File: src/rtl/change_pkg.sv
// Shared types and constants for the change dispenser controller.
package change_pkg;

    // Controller states
    typedef enum logic [2:0] {
        S_IDLE     = 3'd0,
        S_CHECK    = 3'd1,
        S_SELECT   = 3'd2,
        S_ISSUE    = 3'd3,
        S_WAIT_ACK = 3'd4,
        S_DONE     = 3'd5,
        S_ERR      = 3'd6
    } state_t;

    // err_code encodings
    localparam logic [1:0] ERR_NONE    = 2'd0;
    localparam logic [1:0] ERR_MULT    = 2'd1;
    localparam logic [1:0] ERR_INV     = 2'd2;
    localparam logic [1:0] ERR_TIMEOUT = 2'd3;

    // Denomination values
    localparam logic [18:0] DENOM_5000 = 19'd5000;
    localparam logic [18:0] DENOM_2000 = 19'd2000;
    localparam logic [18:0] DENOM_1000 = 19'd1000;

    localparam int ACK_TIMEOUT_DEFAULT = 255;

    // One-hot select (bit2=5000, bit1=2000, bit0=1000) to note value
    function automatic logic [18:0] denom_value(input logic [2:0] sel);
        logic [18:0] v;
        v = '0;
        case (sel)
            3'b100:  v = DENOM_5000;
            3'b010:  v = DENOM_2000;
            3'b001:  v = DENOM_1000;
            default: v = '0;
        endcase
        return v;
    endfunction

endpackage

File: src/rtl/change_denom_sel.sv
// Greedy denomination chooser: largest note that fits and is in stock.
module change_denom_sel
    import change_pkg::*;
(
    input  logic [18:0] remaining,
    input  logic [6:0]  cnt_5000,
    input  logic [7:0]  cnt_2000,
    input  logic [8:0]  cnt_1000,
    output logic [2:0]  sel,
    output logic        none
);

    // Priority 5000 > 2000 > 1000; none flags that nothing is eligible
    always_comb begin
        sel = 3'b000;
        if (remaining >= DENOM_5000 && cnt_5000 != '0) begin
            sel = 3'b100;
        end else if (remaining >= DENOM_2000 && cnt_2000 != '0) begin
            sel = 3'b010;
        end else if (remaining >= DENOM_1000 && cnt_1000 != '0) begin
            sel = 3'b001;
        end
        none = (sel == 3'b000);
    end

endmodule

File: src/rtl/change_dispense_ctrl.sv
// Change dispenser controller: validates a payout amount, then issues
// notes greedily one at a time, waiting for a dispenser ack after each.
// Handshake: a disp_x pulse requests one note; the dispenser answers with
// a one-cycle disp_ack. Ack is registered once, so the next request
// follows two edges after the ack edge. Acks outside WAIT_ACK are dropped.
module change_dispense_ctrl
    import change_pkg::*;
#(
    parameter int ACK_TIMEOUT = ACK_TIMEOUT_DEFAULT
) (
    input  logic        clk,
    input  logic        rst,
    input  logic        start,
    input  logic [18:0] amount,
    input  logic [6:0]  inv_5000,
    input  logic [7:0]  inv_2000,
    input  logic [8:0]  inv_1000,
    input  logic        disp_ack,
    output logic        disp_5000,
    output logic        disp_2000,
    output logic        disp_1000,
    output logic        busy,
    output logic        done,
    output logic [1:0]  err_code,
    output logic [18:0] remaining,
    output logic [2:0]  fsm_state
);

    localparam logic [7:0] TIMER_LAST = 8'(ACK_TIMEOUT - 1);

    state_t      state;
    logic [18:0] rem;
    logic [6:0]  cnt_5000;
    logic [7:0]  cnt_2000;
    logic [8:0]  cnt_1000;
    logic [2:0]  sel_q;
    logic [7:0]  timer;
    logic        ack_q;
    logic [1:0]  err_q;
    logic [2:0]  sel;
    logic        none;
    logic [18:0] sel_value;

    change_denom_sel u_sel (
        .remaining (rem),
        .cnt_5000  (cnt_5000),
        .cnt_2000  (cnt_2000),
        .cnt_1000  (cnt_1000),
        .sel       (sel),
        .none      (none)
    );

    assign sel_value = denom_value(sel_q);

    // Payout sequencing, local inventory bookkeeping and error capture
    always_ff @(posedge clk) begin
        if (rst) begin
            state    <= S_IDLE;
            rem      <= '0;
            cnt_5000 <= '0;
            cnt_2000 <= '0;
            cnt_1000 <= '0;
            sel_q    <= '0;
            timer    <= '0;
            ack_q    <= 1'b0;
            err_q    <= ERR_NONE;
        end else begin
            ack_q <= disp_ack && (state == S_WAIT_ACK);
            case (state)
                S_IDLE: begin
                    if (start) begin
                        rem      <= amount;
                        cnt_5000 <= inv_5000;
                        cnt_2000 <= inv_2000;
                        cnt_1000 <= inv_1000;
                        err_q    <= ERR_NONE;
                        state    <= S_CHECK;
                    end
                end
                S_CHECK: begin
                    if ((rem % DENOM_1000) != '0) begin
                        err_q <= ERR_MULT;
                        state <= S_ERR;
                    end else begin
                        state <= S_SELECT;
                    end
                end
                S_SELECT: begin
                    if (rem == '0) begin
                        state <= S_DONE;
                    end else if (none) begin
                        err_q <= ERR_INV;
                        state <= S_ERR;
                    end else begin
                        sel_q <= sel;
                        state <= S_ISSUE;
                    end
                end
                S_ISSUE: begin
                    timer <= '0;
                    state <= S_WAIT_ACK;
                end
                S_WAIT_ACK: begin
                    if (ack_q) begin
                        if (rem >= sel_value) begin
                            rem <= rem - sel_value;
                        end
                        if (sel_q[2]) cnt_5000 <= cnt_5000 - 7'd1;
                        if (sel_q[1]) cnt_2000 <= cnt_2000 - 8'd1;
                        if (sel_q[0]) cnt_1000 <= cnt_1000 - 9'd1;
                        state <= S_SELECT;
                    end else if (timer == TIMER_LAST) begin
                        err_q <= ERR_TIMEOUT;
                        state <= S_ERR;
                    end else begin
                        timer <= timer + 8'd1;
                    end
                end
                S_DONE:  state <= S_IDLE;
                S_ERR:   state <= S_IDLE;
                default: state <= S_IDLE;
            endcase
        end
    end

    // Moore outputs decoded from the registered state
    always_comb begin
        disp_5000 = (state == S_ISSUE) && sel_q[2];
        disp_2000 = (state == S_ISSUE) && sel_q[1];
        disp_1000 = (state == S_ISSUE) && sel_q[0];
        busy      = (state != S_IDLE);
        done      = (state == S_DONE);
        err_code  = err_q;
        remaining = rem;
        fsm_state = state;
    end

endmodule
File: config.mk
export PLATFORM = sky130hd
export DESIGN_NAME = change_dispense_ctrl
export DESIGN_NICKNAME = d
export VERILOG_FILES = /design/src/rtl/change_pkg.sv /design/src/rtl/change_denom_sel.sv /design/src/rtl/change_dispense_ctrl.sv
export SDC_FILE = /design/constraint.sdc
export NUM_CORES = 1
export LEC_CHECK = 0
export ABC_CLOCK_PERIOD_IN_PS = 7700
export CORE_ASPECT_RATIO = 1.2
export CORE_MARGIN = 5
export CORE_UTILIZATION = 58
export CTS_CLUSTER_SIZE = 20
export DETAILED_ROUTE_END_ITERATION = 7
export GPL_TIMING_DRIVEN = 0
export HOLD_SLACK_MARGIN = 0.1
export PLACE_DENSITY = 0.82
export SYNTH_ARGS = -nofsm -noshare
export SYNTH_HDL_FRONTEND = slang
export SYNTH_SLANG_ARGS = --single-unit
File: constraint.sdc
create_clock -name clk -period 7.7 [get_ports clk]
set_clock_uncertainty 0.2 [all_clocks]
set_input_delay 1.54 -clock clk [delete_from_list [all_inputs] [get_ports clk]]
set_output_delay 1.54 -clock clk [all_outputs]
set_load 0.02 [all_outputs]
==> results.md, run 1 <==
* Synth-to-layout area growth at 19.91%
* Initial detailed-routing violation count at 666
* Crit path buf inv count at 5
* Hold Path Class: reg2reg
* Final core utilization at 0.7155
* Number of inserted diodes at 0
* CTS clk-pin slew, worst paths at 0.05 ns
* Biggest area contributors in the synthesized netlist: sky130_fd_sc_hd__dfxtp_1, sky130_fd_sc_hd__nor2_1, sky130_fd_sc_hd__a21oi_1
* Placed wire-length estimate at 15.43 mm
* Worst stage delay on the critical path at 0.52 ns
* Final worst path period share at 0.9575
* Most frequently used flop master after synthesis: sky130_fd_sc_hd__dfxtp_1
* Number of different library cells in the post-synthesis netlist at 106
* Die Span Y at 127.3 um
* Clock tree from TritonCTS: built
* Worst hold start: cnt_1000[6]$_SDFFE_PP0P_
* Synthesized area at 6648 sq um
* Maximum root-to-sink buffer count at 2
* Status: complete, no violations
* Fin cells at 1170
* H-tree levels at 3
* Sequential share of the synthesized area at 0.1807
* DR WL/cell at 17.89 um
* # clock sinks at 60
* Total CTS buffers at 9
* Maximum number of pins on one net before global-route repair at 11
* CP Data Required Time at 7.72 ns
* Post-synth ARST share at 0
* Die footprint at 13710 sq um
* Count of boundary I/O pins at 76
* Drt pass-1 iters at 5
* Net count, final at 1075
* Startpoint kind of the worst setup timing path: register
* Floorplan row count at 42
* Final TNS setup at 0 ns
* Max Transition Viols Final at 0
* Final RePlAce weighted congestion at 0.9605
* Routed length on met1 at 8.703 mm
* Detailed-route vias per instance at 6.660
* Leakage at 2.772 nW
* Number of port buffers at 74
* Final standard cell area without fillers at 7971 sq um
* Post-synth EDFFs at 0
* Met3 WL post-DR at 1.452 mm
* Share of Yosys cell area claimed by the top area cell type at 0.1807
* Dominant combinational cell family by area after synthesis: compound AO/OA/AOI/OAI gates
* Post-synthesis average cell area at 7.210 sq um
* Final min period at 7.373 ns
* Family with the most delay on the worst path: compound AO/OA/AOI/OAI gates
* Synthesis-stage register bit count at 60
* Worst slew slack as a fraction of its limit at 0.5116
* Worst setup path start: remaining[15]$_SDFFE_PP0P_
* Arrival time at the worst endpoint at 7.39 ns
* Transition time at the pin with the least slew margin at 0.7325 ns
* Latest clock arrival within the worst-skew pair at 0.34 ns
* Fraction of layout instances using a drive strength above 1 at 0.08760
* DR top layer: met4
* DRC Markers at 0
* Number of warnings issued by yosys at 0
* Kind of capture point of the worst setup path: register
* Post-placement cell area at 7581 sq um
* Final Hold Viols at 0
* Simple-gate area share of the yosys netlist at 0.2660
* Net Count, Synth at 986
* Total power divided by cell area at 552.2 nW/um^2
* Adder-Cell Fraction of Synth Area at 0.03463
* CORE AREA at 11140 sq um
* Remaining global-route overflow at 0
* Vias in the first global route at 7044
* Cell count after placement at 1150
* Cell type contributing the most total cell area after synthesis: sky130_fd_sc_hd__dfxtp_1
* Worst hold path depth at 2
* Number of instances in the synthesized netlist at 922
* FMAX at 0.1356 GHz
* Initial Util at 0.5967
* Width of the die at 107.7 um
* Post-synthesis xor/xnor area fraction at 0.03520
* Final setup vio count at 0
* Multiplexer share of the synthesized area at 0.02880
* Max Cap Violations at 0
* Instance count on the critical path at 26
* Worst reg2reg path depth at 26
* Max VDD drop at 0.2188 mV
* Launch instance of the worst register-to-register path: remaining[15]$_SDFFE_PP0P_
* Buffer type at the clock tree root: sky130_fd_sc_hd__clkbuf_16
* Initial antenna violation count at 0
* All-layer global routing usage at 0.2946
* First-pass GRT wire length at 33.43 mm
* Maximum fanout along the worst path at 10
* Remaining antenna violation count at 0
* Met2 routed wirelength at 10.08 mm
* Most repeated cell in the gate-level netlist after synthesis: sky130_fd_sc_hd__nor2_1
* Path type of the worst setup path: reg2reg
* Worst-path cell with the longest stage delay: sky130_fd_sc_hd__dfxtp_1
* Most frequent cells after synthesis: sky130_fd_sc_hd__nor2_1, sky130_fd_sc_hd__nand2_1, sky130_fd_sc_hd__a21oi_1
* Wire length reported by the detailed router at 20.93 mm
* Via Count at 7792
* Synth Area in Compound Gates at 0.3922
* Number of inserted filler cells in the final layout at 988
[worst min-delay path: cells and delay by family (launching register included)]
family / cells / cell delay, ns
AO/OA/AOI/OAI: 1 / 0.06
flip-flops: 1 / 0.32
buffers and inverters: 1 / 0.05
[power by group]
group          total (mW)  internal (mW)  switching (mW)
clock network       0.410          0.267           0.143
registers           0.512          0.406           0.106
logic                3.48           1.34            2.14
[what timing repair did]
action | 4_1_cts | 5_1_grt
hold buffers | 0 | 0
endpoints found under the setup margin | 0 | 3
buffers inserted | 0 | 4
gates resized for setup | 0 | 11
[placed cells by master, fill, tap and decap left out, drive strengths merged, types with 7 or more instances in the layout]
cell / count
a211oi: 40
a21o: 16
a21oi: 69
a221oi: 10
a22oi: 19
a311oi: 7
a31oi: 12
and2: 11
and3: 12
buf: 26
clkbuf: 52
clkdlybuf4s50: 74
dfxtp: 60
ha: 16
inv: 27
mux2i: 12
nand2: 82
nand2b: 15
nand3: 27
nand4: 11
nor2: 107
nor2b: 7
nor3: 32
nor4: 14
o211ai: 15
o21a: 7
o21ai: 63
o22ai: 14
o31ai: 10
or2: 8
or3: 11
xnor2: 18
xor2: 7
[metal layers]
layer / GRT usage / up-vias
met4: 0.1189 / 0
met2: 0.5092 / 362
met3: 0.04793 / 66
li1: - / 3722
met5: 0 / -
met1: 0.3627 / 3642
[cell families after synthesis]
logic type,count (synthesis)
xor+xnor,25
fa+ha+maj,18
mux,17
buf+inv,91
flops,60
simple gates,357
compound gates,354
[registers in the layout, summed over array words and instances (netlist names)]
| name | count |
|---|---|
| sel_q | 3 |
| cnt_2000 | 8 |
| fsm_state | 3 |
| cnt_1000 | 9 |
| timer | 8 |
| err_code | 2 |
| cnt_5000 | 7 |
| ack_q | 1 |
| remaining | 19 |
[path summary, 6_finish.rpt]
| kind | end | slack [ns] |
|---|---|---|
| worst max register to register | err_code[0]$_SDFFE_PP0P_ | 0.33 |
| worst min register to register | cnt_1000[6]$_SDFFE_PP0P_ | 0.29 |
| worst max-delay path | err_code[0]$_SDFFE_PP0P_ | 0.33 |
| worst min-delay path | cnt_1000[6]$_SDFFE_PP0P_ | 0.29 |
[through the flow]
stage / hold WS, ns / setup slack [ns] / power, mW
floorplan: 0.2546 / 1.144 / 3.096
global placement: 0.2730 / 0.3392 / 3.798
detailed placement: 0.2786 / 0.3140 / 3.836
CTS: 0.2847 / 0.3045 / 4.270
global route: 0.3244 / -0.01989 / 4.749
finish: 0.2899 / 0.3275 / 4.402
[area by class of cell]
type / instances / area [sq um] / area share
plain buffers: 62 / 309.0 / 0.03877
clock inverters: 4 / 47.55 / 0.005965
repair buffers: 78 / 770.7 / 0.09669
inverters: 29 / 108.9 / 0.01366
multi-input cells: 771 / 5085 / 0.6379
well taps: 154 / 192.7 / 0.02417
flip-flops and latches: 60 / 1201 / 0.1507
clock buffers: 12 / 256.5 / 0.03218
No activity file was read; power rests on OpenSTA's default activity.
==> inputs of run 2 (changes only) <==
Settings changed: CORE_UTILIZATION 58 to 50, PLACE_DENSITY 0.82 to 0.72, SLEW_MARGIN from default to 20, TNS_END_PERCENT from default to 20.
==> results.md, run 2 (same netlist as run 1, synthesis figures left out) <==
* Latest clock arrival within the worst-skew pair at 0.33 ns
* Most common cell after layout, fill and taps aside: sky130_fd_sc_hd__nor2_1
* Initial detailed-routing violation count at 777
* Die Span Y at 136.3 um
* Most frequent cells in the layout: sky130_fd_sc_hd__nor2_1, sky130_fd_sc_hd__nand2_1, sky130_fd_sc_hd__clkdlybuf4s50_1
* Die footprint at 15710 sq um
* R2R Setup Slk at 0.35 ns
* Max Cap Violations at 0
* All-layer global routing usage at 0.2582
* Final standard cell area without fillers at 7981 sq um
* Width of the die at 115.3 um
* Detailed-route vias per instance at 6.390
* Endpoint of the worst-slack reg-to-reg timing path: err_code[0]$_SDFFE_PP0P_
* Vias in the first global route at 6885
* Net count, final at 1074
* Maximum number of pins on one net before global-route repair at 11
* Final min period at 7.354 ns
* Initial Util at 0.5066
* Post-placement cell area at 7599 sq um
* Worst reg2reg path depth at 25
* First-pass GRT wire length at 33.33 mm
* Arrival time at the worst endpoint at 7.37 ns
* Total CTS buffers at 9
* Worst slew slack as a fraction of its limit at 0.5495
* Floorplan row count at 46
* Number of inserted diodes at 0
* Number of port buffers at 74
* DRC Markers at 0
* CP Data Required Time at 7.72 ns
* Clock tree from TritonCTS: built
* Via Count at 7546
* Setup WS post-layout at 0.3462 ns
* CTS clk-pin slew, worst paths at 0.05 ns
* Synth-to-layout area growth at 20.06%
* Fraction of layout instances using a drive strength above 1 at 0.08983
* Initial antenna violation count at 0
* Remaining global-route overflow at 0
* Max Transition Viols Final at 0
* Final Hold Viols at 0
* H-tree levels at 3
* Worst slack, placed at 0.2662 ns
* Leakage at 2.760 nW
* Launch instance of the worst register-to-register path: remaining[12]$_SDFFE_PP0P_
* Maximum root-to-sink buffer count at 2
* Drt pass-1 iters at 5
* Number of inserted filler cells in the final layout at 1268
* FMAX at 0.1360 GHz
* DR WL/cell at 17.63 um
* Count of boundary I/O pins at 76
* Startpoint kind of the worst setup timing path: register
* Final core utilization at 0.6082
* Placed wire-length estimate at 15.66 mm
* Transition time at the pin with the least slew margin at 0.6705 ns
* Worst hold path depth at 2
* Remaining antenna violation count at 0
* Kind of capture point of the worst setup path: register
* Total power divided by cell area at 549.0 nW/um^2
* Final RePlAce weighted congestion at 0.9093
* Final worst path period share at 0.9550
* Flip-flop count of the largest register after layout at 19
* Max VDD drop at 0.2634 mV
* Final setup vio count at 0
* Capture endpoint of the worst hold path: cnt_1000[6]$_SDFFE_PP0P_
* Worst hold start: cnt_1000[6]$_SDFFE_PP0P_
* Path type of the worst setup path: reg2reg
* # clock sinks at 60
* CORE AREA at 13120 sq um
* Status: complete, no violations
* Hold Path Class: reg2reg
* Buffer type at the clock tree root: sky130_fd_sc_hd__clkbuf_16
* Wire length reported by the detailed router at 20.83 mm
* Maximum fanout along the worst path at 10
[run 2: critical path, cell delays in order, from the launching register on]
cell and delay (ns):
sky130_fd_sc_hd__dfxtp_1 0.37, sky130_fd_sc_hd__buf_6 0.16, sky130_fd_sc_hd__nor2_1 0.25, sky130_fd_sc_hd__a21oi_1 0.16, sky130_fd_sc_hd__a211oi_2 0.43, sky130_fd_sc_hd__a31oi_1 0.34, sky130_fd_sc_hd__o211ai_1 0.42, sky130_fd_sc_hd__nand4_2 0.21
sky130_fd_sc_hd__a22o_1 0.39, sky130_fd_sc_hd__a311oi_1 0.29, sky130_fd_sc_hd__o211ai_2 0.21, sky130_fd_sc_hd__xnor2_2 0.25, sky130_fd_sc_hd__nor4_4 0.52, sky130_fd_sc_hd__or2_1 0.34, sky130_fd_sc_hd__a21oi_1 0.17, sky130_fd_sc_hd__a2111o_1 0.38
sky130_fd_sc_hd__buf_6 0.15, sky130_fd_sc_hd__a211oi_4 0.33, sky130_fd_sc_hd__o41ai_2 0.15, sky130_fd_sc_hd__o31ai_2 0.32, sky130_fd_sc_hd__buf_6 0.20, sky130_fd_sc_hd__and3_1 0.15, sky130_fd_sc_hd__o21ai_1 0.08, sky130_fd_sc_hd__a221oi_2 0.30
sky130_fd_sc_hd__o21ai_1 0.14, sky130_fd_sc_hd__o31a_1 0.29
[run 2: where the power goes]
| group | switching, mW | total [mW] | internal (mW) |
|---|---|---|---|
| Sequential | 0.102 | 0.508 | 0.406 |
| Combinational | 2.16 | 3.51 | 1.35 |
| Clock | 0.140 | 0.362 | 0.222 |
| Total | 2.40 | 4.38 | 1.98 |
[run 2: what timing repair did]
action | in CTS | in global routing
setup endpoints to repair | 0 | 3
setup buffers | 0 | 3
resized for setup | 0 | 21
hold buffers | 0 | 0
[run 2: metrics by stage]
step | setup TNS [ns] | instances | hold slack [ns] | total power, mW
6_report | 0 | 1181 | 0.2933 | 4.382
2_1_floorplan | 0 | 922 | 0.2546 | 3.096
5_1_grt | -0.05060 | 1181 | 0.3105 | 4.737
4_1_cts | 0 | 1178 | 0.2890 | 4.230
3_3_place_gp | 0 | 1164 | 0.2732 | 3.824
3_5_place_dp | 0 | 1164 | 0.2815 | 3.856
[run 2: worst max-delay path by stage]
stage | start | endpoint | slack [ns]
floorplan | remaining[13]$_SDFFE_PP0P_ | err_code[0]$_SDFFE_PP0P_ | 1.14
global placement | remaining[10]$_SDFFE_PP0P_ | err_code[0]$_SDFFE_PP0P_ | 0.30
detailed placement | remaining[12]$_SDFFE_PP0P_ | err_code[0]$_SDFFE_PP0P_ | 0.27
CTS | remaining[10]$_SDFFE_PP0P_ | err_code[0]$_SDFFE_PP0P_ | 0.23
global route | remaining[11]$_SDFFE_PP0P_ | err_code[0]$_SDFFE_PP0P_ | -0.03
finish | remaining[12]$_SDFFE_PP0P_ | err_code[0]$_SDFFE_PP0P_ | 0.35
[run 2: area by class of cell]
type	instances	area, sq um	area share
multi-input combinational	771	5129	0.6426
sequential	60	1201	0.1505
clock buffer	12	246.5	0.03088
inverter	29	108.9	0.01364
buffer	62	310.3	0.03888
tap	168	210.2	0.02634
timing repair buffer	77	763.2	0.09563
clock inverter	2	12.51	0.001568
[run 2: per-layer routing]
metal / track usage / share of wire
met1: 0.3236 / 0.43
met2: 0.4569 / 0.49
met3: 0.02671 / 0.054
met5: 0 / 0
met4: 0.08806 / 0.022
==> inputs of run 3 (changes only) <==
Settings changed: ABC_CLOCK_PERIOD_IN_PS 7700 to 6800.
Clock period 7.7 ns to 6.8 ns, I/O delays scaled along.
==> results.md, run 3 (same netlist as run 1, synthesis figures left out) <==
* Status: finished, violations left
* Violated checks: negative setup slack
* Placed wire-length estimate at 15.66 mm
* Total CTS buffers at 9
* Number of port buffers at 74
* DRC Markers at 0
* Drt pass-1 iters at 7
* Number of inserted diodes at 0
* R2R Setup Slk at -0.25 ns
* CTS clk-pin slew, worst paths at 0.05 ns
* Die Span Y at 136.3 um
* Endpoint of the worst-slack reg-to-reg timing path: err_code[1]$_SDFFE_PP0P_
* CORE AREA at 13120 sq um
* Latest clock arrival within the worst-skew pair at 0.33 ns
* Maximum root-to-sink buffer count at 2
* Final standard cell area without fillers at 9368 sq um
* Detailed-route vias per instance at 6.651
* Worst reg2reg path depth at 26
* Setup repair after global routing missed its margin: true
* Vias in the first global route at 7324
* Maximum fanout along the worst path at 6
* First-pass GRT wire length at 35.87 mm
* FMAX at 0.1418 GHz
* Hold Path Class: reg2reg
* Flip-flop count of the largest register after layout at 19
* Kind of capture point of the worst setup path: register
* Remaining antenna violation count at 0
* Clock tree from TritonCTS: built
* # clock sinks at 60
* Floorplan row count at 46
* Transition time at the pin with the least slew margin at 0.7284 ns
* Fraction of layout instances using a drive strength above 1 at 0.2271
* Maximum number of pins on one net before global-route repair at 11
* Initial Util at 0.5066
* Setup WS post-layout at -0.2544 ns
* Via Count at 8294
* Startpoint kind of the worst setup timing path: register
* Wire length reported by the detailed router at 24.43 mm
* Launch instance of the worst register-to-register path: remaining[12]$_SDFFE_PP0P_
* Worst hold path depth at 2
* Final RePlAce weighted congestion at 0.9093
* Remaining global-route overflow at 0
* Max Cap Violations at 0
* Post-CTS Hold Buffers at 0
* Area used by multi-input combinational logic at 5929 sq um
* Net count, final at 1140
* Final min period at 7.054 ns
* All-layer global routing usage at 0.2784
* Footprint of the flip-flops and latches at 1225 sq um
* Worst hold start: timer[7]$_SDFFE_PP0P_
* Path type of the worst setup path: reg2reg
* Synth-to-layout area growth at 40.92%
* Count of boundary I/O pins at 76
* Final Hold Viols at 0
* Width of the die at 115.3 um
* Buffer type at the clock tree root: sky130_fd_sc_hd__clkbuf_16
* Initial detailed-routing violation count at 894
* DR WL/cell at 19.59 um
* Most common cell after layout, fill and taps aside: sky130_fd_sc_hd__nor2_1
* Arrival time at the worst endpoint at 7.04 ns
* Capture endpoint of the worst hold path: timer[7]$_SDFFE_PP0P_
* Final worst path period share at 1.037
* Max Transition Viols Final at 0
* Post-placement cell area at 7599 sq um
* CP Data Required Time at 6.79 ns
* Final setup vio count at 3
* Initial antenna violation count at 0
* Most frequent cells in the layout: sky130_fd_sc_hd__nor2_1, sky130_fd_sc_hd__nand2_1, sky130_fd_sc_hd__clkdlybuf4s50_1
* Worst slew slack as a fraction of its limit at 0.5109
* Number of inserted filler cells in the final layout at 1031
* Die footprint at 15710 sq um
* H-tree levels at 3
[run 3: routing by layer]
| metal | GRT usage | vias up | routed length (um) |
|---|---|---|---|
| met5 | 0 | - | 0 |
| met4 | 0.1070 | 0 | 927 |
| met3 | 0.03161 | 106 | 1623 |
| met2 | 0.4920 | 442 | 12160 |
| met1 | 0.3428 | 3911 | 9714 |
| li1 | - | 3835 | - |
[run 3: worst max-delay path, cell delays in order, from the launching register on]
cell                       delay, ns
sky130_fd_sc_hd__dfxtp_4        0.37
sky130_fd_sc_hd__or2_1          0.24
sky130_fd_sc_hd__buf_6          0.14
sky130_fd_sc_hd__a221oi_4       0.32
sky130_fd_sc_hd__o31a_1         0.30
sky130_fd_sc_hd__a31oi_4        0.17
sky130_fd_sc_hd__xnor2_1        0.61
sky130_fd_sc_hd__nand3_1        0.17
sky130_fd_sc_hd__nor3_1         0.27
sky130_fd_sc_hd__o22ai_1        0.15
sky130_fd_sc_hd__o211ai_2       0.35
sky130_fd_sc_hd__xnor2_4        0.13
sky130_fd_sc_hd__buf_4          0.18
sky130_fd_sc_hd__buf_4          0.14
sky130_fd_sc_hd__o211ai_1       0.30
sky130_fd_sc_hd__o211ai_1       0.25
sky130_fd_sc_hd__a21oi_2        0.38
sky130_fd_sc_hd__a2111o_1       0.20
sky130_fd_sc_hd__buf_2          0.19
sky130_fd_sc_hd__a41oi_1        0.15
sky130_fd_sc_hd__and3_2         0.30
sky130_fd_sc_hd__or3_1          0.36
sky130_fd_sc_hd__mux2_2         0.31
sky130_fd_sc_hd__a211oi_4       0.31
sky130_fd_sc_hd__o2bb2a_4       0.20
sky130_fd_sc_hd__o211ai_1       0.16
sky130_fd_sc_hd__a21oi_1        0.08
[run 3: metrics by stage]
stage / hold slack [ns] / setup WS, ns / instances / setup TNS (ns) / util
floorplan: 0.2546 / 0.2442 / 922 / 0 / -
global placement: 0.2732 / -0.5967 / 1164 / -1.626 / 0.5790
detailed placement: 0.2815 / -0.6338 / 1164 / -1.666 / 0.5790
CTS: 0.2890 / 0.0006146 / 1210 / 0 / 0.6553
global route: 0.3105 / -0.5612 / 1247 / -1.630 / 0.7139
finish: 0.2954 / -0.2544 / 1247 / -0.7280 / 0.7139
[run 3: how the worst max path moves through the flow]
stage | start | cells past startpoint | slack (ns) | end
after CTS | remaining[18]$_SDFFE_PP0P_ | 29 | 0.0006 | err_code[0]$_SDFFE_PP0P_
after global routing | remaining[12]$_SDFFE_PP0P_ | 27 | -0.56 | err_code[0]$_SDFFE_PP0P_
after floorplan | remaining[13]$_SDFFE_PP0P_ | 26 | 0.24 | err_code[0]$_SDFFE_PP0P_
after detailed placement | remaining[12]$_SDFFE_PP0P_ | 25 | -0.63 | err_code[0]$_SDFFE_PP0P_
final | remaining[12]$_SDFFE_PP0P_ | 26 | -0.25 | err_code[1]$_SDFFE_PP0P_
after global placement | remaining[10]$_SDFFE_PP0P_ | 25 | -0.60 | err_code[0]$_SDFFE_PP0P_
[run 3: repair_timing]
| action | CTS | global route |
|---|---|---|
| resized for setup | 90 | 98 |
| endpoints found under the setup margin | 3 | 3 |
| setup buffers | 30 | 36 |
| gates cloned | 3 | 1 |
| pin swaps | 41 | 56 |
[run 3: area by class of cell]
type,count,share of cell area
sequential,60,0.1308
multi-input combinational,772,0.6330
tap,168,0.02244
buffer,61,0.03767
clock buffer,12,0.02631
inverter,29,0.01162
clock inverter,2,0.001336
timing repair buffer,143,0.1369
Power of run 3 is left out: the tool's default activity adds up to more than one toggle a clock period on the data nets, which glitch-free logic cannot reach.
==> RTL edit (flow settings as in run 2) <==
Put a register stage on the output `err_code`. The value now appears one clock later. The other outputs are not delayed to match.
--- a/src/rtl/change_dispense_ctrl.sv
+++ b/src/rtl/change_dispense_ctrl.sv
@@ -28,4 +28,6 @@
 
     localparam logic [7:0] TIMER_LAST = 8'(ACK_TIMEOUT - 1);
+
+    logic [1:0] err_code_d;
 
     state_t      state;
@@ -131,8 +133,12 @@
         busy      = (state != S_IDLE);
         done      = (state == S_DONE);
-        err_code  = err_q;
+        err_code_d = err_q;
         remaining = rem;
         fsm_state = state;
     end
 
+    always_ff @(posedge clk) begin
+        err_code <= err_code_d;
+    end
+
 endmodule
Formal check against the unedited RTL: not equivalent (Yosys sat finds a counterexample within 4 cycles, from zero or initial values and one cycle with rst high).
==> RTL edit against run 2 <==
- via count fell by 5.0%
- wire length fell by 3.6%
- synthesized cell count fell by 6.7%
- cell area rose by 0.60%
- non-clock buffer count rose by 24
- sequential cell count rose by 2
- worst setup slack got worse by 0.083 ns
- area after synthesis fell by 6.6%
- highest routed layer unchanged
Power is left out: the tool's default activity adds up to more than one toggle a clock period on the data nets, which glitch-free logic cannot reach.
==> RTL edit: results <==
export IMPL_status="finished clean"
export IMPL_r2r_end="fsm_state[2]"
export IMPL_hold_ws_ns=0.154
export IMPL_nNonClkBuffers=163
export IMPL_final_net_count=1044
export IMPL_wl_met3_um=1110
export IMPL_yosysUniqueCellTypes=100
export IMPL_postPlaceCellArea_um2=7150
export IMPL_syn_avg_cell_area_um2=7.22
export IMPL_synth_area_mux_share=0.0397
export IMPL_finalHoldViolCount=0
export IMPL_placed_cells=1095
export IMPL_nMultiInputCombCells=717
export IMPL_synth_compound_area_frac=0.332
export IMPL_use_met3=0.0358
export IMPL_place_congestion=0.895
export IMPL_grt_pass1_wl_um=31700
export IMPL_met1_length_um=8330
export IMPL_hold_depth=0
export IMPL_synth_fa_ha_area_frac=0.0387
export IMPL_drive_above_1_share=0.145
export IMPL_largestClassByArea="multi-input combinational cells"
export IMPL_synth_xor_area_frac=0.0542
export IMPL_hpwl_um=14200
export IMPL_fillers=1106
export IMPL_first_iter_violations=442
export IMPL_cpPeakStageDelay_ns=0.49
export IMPL_ys_seq_area_frac=0.200
export IMPL_met2_usage=0.448
export IMPL_reg2reg_slack_ns=0.26
export IMPL_grt_pass1_vias=6565
export IMPL_rows=44
export IMPL_ys_ff_latch=62
export IMPL_route_met2_wl_um=10200
export IMPL_area_growth_synth_to_final_pct=29.3
export IMPL_pre_cts_slack_ns=-0.415
export IMPL_clk_share=0.0319
export IMPL_n_all_inverters=27
export IMPL_viasPerCell=6.27
export IMPL_synthTopCellsByCount="101 x nor2_1, 84 x nand2_1, 62 x dfxtp_1"
export IMPL_grt_usage=0.254
export IMPL_worstPathArrival_ns=7.44
export IMPL_cp_slowest_cell="or4_4"
export IMPL_reg2reg_depth=28
export IMPL_holdPathEnd="err_code[0]"
export IMPL_avgRoutedWirePerCell_um=17.6
export IMPL_wl_um=20100
export IMPL_synth_nets=924
export IMPL_multi_input_area_share=0.621
export IMPL_maxSlewHeadroom=0.452
-- RTL edit: changes by cell type after synthesis, sizes merged, moves of 7 or more --
cell    change
a211oi     -13
mux2i       +8
a21oi      -17
o22ai       -7
nand3      -10
buf        -12
xor2        +7
-- RTL edit: how the worst max path moves through the flow --
stage	from	to	slack, ns	cells after the start
after detailed placement	remaining[13]	fsm_state[2]	-0.42	25
final	remaining[12]	fsm_state[2]	0.26	28
after global placement	remaining[16]	fsm_state[2]	-0.40	24
after CTS	remaining[12]	fsm_state[2]	0.01	27
after global routing	remaining[13]	fsm_state[2]	-0.12	27
after floorplan	remaining[13]	fsm_state[2]	0.38	27
-- RTL edit: repair_timing --
item / in CTS / in global routing
pin swaps: 1 / 16
resized for setup: 15 / 60
setup endpoints to repair: 3 / 3
buffers inserted: 5 / 30
